--- config.mk ---
export PLATFORM = sky130hd
export DESIGN_NAME = xbar_read_return_arbiter
export DESIGN_NICKNAME = d
export VERILOG_FILES = /design/src/rtl/xbar_read_return_arbiter.sv
export SDC_FILE = /design/constraint.sdc
export NUM_CORES = 1
export LEC_CHECK = 0
export ABC_AREA = 1
export CORE_AREA = 2 2 39 41
export DETAILED_ROUTE_END_ITERATION = 6
export DIE_AREA = 0 0 41 43
export GPL_TIMING_DRIVEN = 0
export PLACE_DENSITY = 0.75
export SLEW_MARGIN = 40
export SYNTH_ARGS = -nofsm -noshare
export SYNTH_HDL_FRONTEND = slang
export SYNTH_SLANG_ARGS = --single-unit
--- constraint.sdc ---
create_clock -name ACLK -period 4.35 [get_ports ACLK]
set_input_delay 0.87 -clock ACLK [delete_from_list [all_inputs] [get_ports ACLK]]
set_output_delay 0.87 -clock ACLK [all_outputs]
set_load 0.03 [all_outputs]
--- src/rtl/xbar_read_return_arbiter.sv ---
// Per-master read-data return arbiter: round-robin over slaves whose front beat targets this master.
// Burst locking until RLAST is enabled by defining XBAR_RRET_BURST_LOCK_EN.
module xbar_read_return_arbiter #(
   parameter int masters            = 2,
   parameter int slaves             = 2,
   parameter int i_am_master_number = 0,
   parameter int LEN_WIDTH          = 4
) (
   input  logic                       ACLK,
   input  logic                       ARESET,
   input  logic                       slave_fifo_empty  [0:slaves-1],
   input  logic [$clog2(masters)-1:0] slave_dest_master [0:slaves-1],
   input  logic                       slave_rlast       [0:slaves-1],
   input  logic                       master_fifo_full,
   output logic [$clog2(slaves)-1:0]  grant_slave_number,
   output logic                       push_to_fifo,
   output logic                       transfer,
   output logic                       burst_active,
   output logic [LEN_WIDTH:0]         beat_count
);

   localparam int SW = $clog2(slaves);
   localparam int MW = $clog2(masters);
   localparam logic [MW-1:0]      MY_ID      = MW'(i_am_master_number);
   localparam logic [SW-1:0]      LAST_SLAVE = SW'(slaves - 1);
   localparam logic [LEN_WIDTH:0] BEAT_MAX   = {(LEN_WIDTH+1){1'b1}};
   localparam logic [LEN_WIDTH:0] BEAT_ZERO  = {(LEN_WIDTH+1){1'b0}};
   localparam logic [LEN_WIDTH:0] BEAT_ONE   = (LEN_WIDTH+1)'(1);

   localparam logic [0:0] ST_IDLE  = 1'b0;
   localparam logic [0:0] ST_BURST = 1'b1;

   logic [0:0]         state_q, state_d;
   logic [SW-1:0]      rr_q, rr_d;
   logic [SW-1:0]      lock_q, lock_d;
   logic [LEN_WIDTH:0] beat_q, beat_d;

   logic [slaves-1:0]  req_s;
   logic               rr_found_s;
   logic [SW-1:0]      rr_pick_s;
   logic               grant_rlast_s;

   function automatic logic [SW-1:0] wrap_inc(input logic [SW-1:0] s);
      if (s == LAST_SLAVE) begin
         return {SW{1'b0}};
      end else begin
         return s + 1'b1;
      end
   endfunction

   function automatic logic [LEN_WIDTH:0] sat_inc(input logic [LEN_WIDTH:0] c);
      if (c == BEAT_MAX) begin
         return c;
      end else begin
         return c + BEAT_ONE;
      end
   endfunction

   // Request vector: slave has a beat and that beat is for this master
   always_comb begin
      req_s = {slaves{1'b0}};
      for (int s = 0; s < slaves; s++) begin
         req_s[s] = ~slave_fifo_empty[s] & (slave_dest_master[s] == MY_ID);
      end
   end

   // Round-robin search starting at rr_q, wrapping at the last slave
   always_comb begin
      int            idx;
      logic [SW-1:0] cand;
      rr_found_s = 1'b0;
      rr_pick_s  = rr_q;
      for (int i = 0; i < slaves; i++) begin
         idx = int'(rr_q) + i;
         if (idx >= slaves) begin
            idx = idx - slaves;
         end else begin
            idx = idx;
         end
         cand = SW'(idx);
         if (!rr_found_s && req_s[cand]) begin
            rr_found_s = 1'b1;
            rr_pick_s  = cand;
         end else begin
            rr_found_s = rr_found_s;
         end
      end
   end

   // Grant mux: locked slave during a burst, round-robin winner otherwise
   always_comb begin
      if (state_q == ST_BURST) begin
         grant_slave_number = lock_q;
         push_to_fifo       = req_s[lock_q];
      end else begin
         grant_slave_number = rr_pick_s;
         push_to_fifo       = rr_found_s;
      end
      transfer      = push_to_fifo & ~master_fifo_full;
      grant_rlast_s = slave_rlast[grant_slave_number];
   end

   // Next-state: everything holds unless a beat actually moves
   always_comb begin
      state_d = state_q;
      rr_d    = rr_q;
      lock_d  = lock_q;
      beat_d  = beat_q;
      if (transfer) begin
         if (state_q == ST_BURST) begin
            if (grant_rlast_s) begin
               state_d = ST_IDLE;
               rr_d    = wrap_inc(lock_q);
               beat_d  = BEAT_ZERO;
            end else begin
               beat_d  = sat_inc(beat_q);
            end
         end else begin
`ifdef XBAR_RRET_BURST_LOCK_EN
            if (grant_rlast_s) begin
               rr_d    = wrap_inc(grant_slave_number);
               beat_d  = BEAT_ZERO;
            end else begin
               lock_d  = grant_slave_number;
               state_d = ST_BURST;
               beat_d  = BEAT_ONE;
            end
`else
            // No locking: every beat is treated as a complete transaction for fairness
            rr_d = wrap_inc(grant_slave_number);
            if (grant_rlast_s) begin
               beat_d = BEAT_ZERO;
            end else begin
               beat_d = sat_inc(beat_q);
            end
`endif
         end
      end else begin
         beat_d = beat_q;
      end
   end

   // State registers with asynchronous reset
   always_ff @(posedge ACLK or posedge ARESET) begin
      if (ARESET) begin
         state_q <= ST_IDLE;
         rr_q    <= {SW{1'b0}};
         lock_q  <= {SW{1'b0}};
         beat_q  <= BEAT_ZERO;
      end else begin
         state_q <= state_d;
         rr_q    <= rr_d;
         lock_q  <= lock_d;
         beat_q  <= beat_d;
      end
   end

   assign burst_active = (state_q == ST_BURST);
   assign beat_count   = beat_q;

endmodule

# Yosys cells after proc, flatten, opt, wreduce, memory -nomap -nowiden
# Cells that the tools add are included.
# totals
output_inout_bits	9
register_bits	7
input_bits	9
elab_cells	51
# classes
n_bitwise	9
reduce_logical	4
n_addsub	5
magnitude_cmp	5
eq_ne	3
muxes	22
# op_table
cell	n
1-bit 2-to-1 mux	20
5-bit 2-to-1 mux	2
5-bit by 1-bit adder with 5-bit output (second input constant)	1
5-bit == test (second input constant)	1
1-bit inverter	5
2-bit greater-or-equal comparator (second input constant)	2
1-bit by 2-bit less-than comparator with 1-bit output (second input constant)	2
2-bit AND reduction	2
1-bit AND	3
1-bit by 1-bit adder with 2-bit output (second input constant)	1
1-bit by 2-bit greater-or-equal comparator with 1-bit output (second input constant)	1
2-bit by 1-bit inequality test with 1-bit output (second input constant)	1
2-bit inequality test (second input constant)	1
1-bit inverter with 2-bit output	1
1-bit subtractor (second input constant)	2
1-bit adder (second input constant)	1
1-bit logical AND	1
1-bit logical NOT	1

# Longest topological paths before layout
# logic_depth
word_depth	15
ltp_mapped	9
ltp_nobuf	9

# Least setup slack after synthesis
# OpenSTA, ideal clock, no wires.
# synth_path
kind	in2out
start	input port slave_dest_master[1] in the netlist's numbering
end	output port transfer
path_slack_ps	1973
stages	5
required_ps	3480
arrival_ps	1507
n_path_buf	0
path_cell_list	nor2_1 -> inv_1 -> nand2_4 -> nand2_4 -> inv_1
# synth_between
elab_chain_cells	10
# synth_lines
item	line	source
from (decl)	12	input logic [$clog2(masters)-1:0] slave_dest_master [0:slaves-1],
1-bit inverter (*)	63	req_s[s] = ~slave_fifo_empty[s] & (slave_dest_master[s] == MY_ID);
1-bit AND (*)	63	
1-bit 2-to-1 mux (implied by the code) (2 in series)	81	if (!rr_found_s && req_s[cand]) begin
1-bit 2-to-1 mux	81	
1-bit logical NOT	81	
1-bit logical AND	81	
1-bit 2-to-1 mux	81	
1-bit 2-to-1 mux (*)	92	if (state_q == ST_BURST) begin
net push_to_fifo	16	output logic push_to_fifo,
1-bit AND (*)	99	transfer = push_to_fifo & ~master_fifo_full;
to (decl)	17	output logic transfer,
# Mark *: on every way through the listed nets, which the timed path passes. The rest lies on a longest branch. The select of a mux whose other input is x is not followed.

# Final worst setup path
# layout_path
start	input port slave_fifo_empty[0] in the netlist's numbering
end	output port grant_slave_number
# layout_between
elab_chain_cells	9
# layout_lines
item	line	source
from (decl)	11	input logic slave_fifo_empty [0:slaves-1],
1-bit inverter (*)	63	
1-bit AND (*)	63	
1-bit 2-to-1 mux (implied by the code) (2 in series)	81	
1-bit 2-to-1 mux	81	
1-bit logical NOT	81	
1-bit logical AND	81	
1-bit 2-to-1 mux (*)	81	
1-bit 2-to-1 mux (*)	92	
to (decl)	15	output logic [$clog2(slaves)-1:0] grant_slave_number,
# Mark *: on every way between the ends. The rest lies on a longest branch, timed or not. The select of a mux whose other input is x is not followed.

==> metrics.md <==
| Metric | Value |
|---|---|
| Skew-Pair Late Insertion Delay | `250 ps` |
| Synth warn | `0` |
| Setup Total Neg Slack | `0 ps` |
| Internal Pwr Total | `168 uW` |
| EDFF count, synth | `0` |
| Layout Cells excl Fill | `around 100` |
| Gate power share | `~45%` |
| Clk pin slew, worst setup/hold paths | `60 ps` |
| Hold Path End | `rr_q` |
| CP arrival | `2450 ps` |
| Reg2reg start | `beat_count[0]` |
| Yosys reg bits | `7` |
| Asr flop ratio synth | `100%` |
| Clock share of power | `between 20% and 30%` |
| Total CTS buffers | `3` |
| Initial antenna violation count | `0` |
| Cts hold-fix bufs | `0` |
| Clock Path Buffers | `2` |
| CTS Sinks | `7` |
| Worst hold stages | `1` |
| Hold Startpoint | `rr_q` |
| Area contributors post-synth | `dfrtp_1 (37%), nand2_1 (13%), inv_1 (11%)` |
| R2r endpoint | `beat_count[0]` |
| Top-count cell post-synth | `nand2_1` |
| Sequential share of power | `about a third` |
| Die Ht | `43 um` |
| Synth Net Count | `76` |
| Leak | `0.000359 uW` |
| Slew Limit Headroom | `79.1%` |
| Port-buffer cells | `17` |
| Setup slack, reg-to-reg | `2810 ps` |
| Final setup margin | `a little over 1000 ps` |
| Depth of the CTS H-tree | `1` |
| Final hold violations | `0` |
| Placement Setup Slack | `1030 ps` |
| Share of cells above drive strength 1 | `between 10% and 20%` |
| First-pass GRT wire length | `1680 um` |
| Initial core utilization | `34.3%` |
| Clock Tree Root | `clkbuf_4` |
| Cells after synthesis | `65` |
| RSZ-0062 raised after global routing | `no` |
| WL final | `between 1000 and 1500 um` |
| Maximum fanout along the worst path | `3` |
| Dpl cells | `98` |
| Sequential area share after synthesis | `36.9%` |
| Final Cell Area | `691 um2` |
| First drt pass iteration count | `4` |
| Startpoint Class | `input port` |
| Core area | `1380 um2` |
| Final #Nets | `98` |
| Post-Syn Area per Cell | `between 7 and 8 um2` |
| Placed Area | `664 um2` |
| Main synth FF type | `dfrtp_1` |
| Post-cts gate resize count | `0` |
| Max Slew Vio Count | `0` |
| Fin util | `49.9%` |
| Pin count of the biggest net entering global routing | `8` |
| Status | `completed` |
| Required time of the critical path | `3480 ps` |
| Placer congestion estimate | `roughly 0.8` |
| Number of global-route vias before repair | `448` |
| Hold Crit Class | `reg -> reg` |
| GR Overflow Total | `0` |
| Sw Share | `40.7%` |
| Psw | `115 uW` |
| Post-synth top area cell | `dfrtp_1` |
| Clock period minus worst slack | `3320 ps` |
| Max_cap viols | `0` |
| R2R cell count | `9` |
| Post-CTS Repair Setup Buffers | `0` |
| Skew final | `between 0.4 and 0.5 ps` |
| Final period utilization | `76.3%` |
| Vias | `468` |
| Synth cell types | `13` |
| Kind of critical path | `in -> out` |
| DR iter-0 viols | `8` |
| Cell Area, Synth | `between 400 and 500 um2` |
| Die footprint | `about 1800 um2` |
| Antenna viol nets, final | `0` |
| CTS tree | `built` |
| VDD IR max | `0.238 mV` |
| Gr usage total | `14.7%` |
| Worst-Margin Slew | `313 ps` |
| FILL cells | `135` |
| CP endpoint kind | `primary output` |
| Row cnt | `14` |
| Synth top cells by count | `nand2_1 (17), inv_1 (14), nor2_1 (9), dfrtp_1 (7), nand3_1 (7)` |
| Post-DP HPWL | `850 um` |
| DRC | `0` |
| Synth top area share | `36.9%` |
| IO Count | `18` |
| Diode count | `0` |
| Peak Freq | `approximately 0.30 GHz` |
| Final-report setup violation count | `0` |
| Area growth, synth to finish | `45.6%` |
| Die width | `41 um` |
| Routed WL per cell | `between 10 and 15 um` |
| DR vias/cell | `4.59` |
| Pwr dens | `409 nW/um2` |
## placed cells by master (no fill, tap or decap)
cell type / count
nand2_1: 17
clkdlybuf4s50_1: 17
inv_1: 14
nor2_1: 9
nand3_1: 7
dfrtp_1: 7
clkbuf_4: 3
nand2_2: 2
nand2_4: 2
ha_1: 2
nor2_4: 1
a21oi_1: 1
o21a_1: 1
nor2_8: 1
nand3_2: 1
clkbuf_1: 1
## flip-flops by register name, indices dropped and copies added, names as in the netlist
name	count
beat_count	5
burst_active	1
rr_q	1
## layer usage
metal	global-route usage, %	wire, um	vias to the layer above
met1	15.7	437	209
met3	3.14	69	2
met4	10.7	10	0
met5	0	0	-
met2	23.8	540	20
li1	-	-	237
## cell families after synthesis
family | after synthesis | share of synthesized area, %
simple gates | 40 | 44.1
buf+inv | 14 | 11.1
flops | 7 | 36.9
compound gates | 2 | 2.64
fa+ha+maj | 2 | 5.28
## through the flow
stage / hold WS, ps / total power (uW)
floorplan: 487 / 171
global placement: 502 / 217
detailed placement: 512 / 221
CTS: 524 / 286
global route: 559 / 302
finish: 517 / 283
## power by group through the flow
stage	logic (uW)	clock network [uW]	registers (uW)
floorplan	55.5	0	115
global placement	123	0	94.1
detailed placement	127	0	94.4
CTS	129	63.4	93.8
global route	140	64.9	96.8
finish	128	61.2	93.6
## worst max path at each step
stage,start,to,cells after the start
global placement,slave_fifo_empty[0],grant_slave_number,7
detailed placement,slave_fifo_empty[0],grant_slave_number,7
floorplan,slave_dest_master[1],transfer,5
global route,slave_fifo_empty[0],grant_slave_number,7
finish,slave_fifo_empty[0],grant_slave_number,7
CTS,slave_fifo_empty[0],grant_slave_number,7
## critical path: stages
cell	delay, ps
clkdlybuf4s50_1	440
nor2_4	140
nor2_1	50
nor2_1	120
nand2_1	80
inv_1	80
clkdlybuf4s50_1	670
## final cells by class
type | count | area [um2] | share of cell area (%)
clock buffer | 4 | 26.3 | 3.80
sequential | 7 | 175 | 25.4
multi-input combinational | 44 | 246 | 35.7
inverter | 14 | 52.6 | 7.61
timing repair buffer | 17 | 170 | 24.6
tap | 16 | 20.0 | 2.90
(Power assumes the default switching activity.)
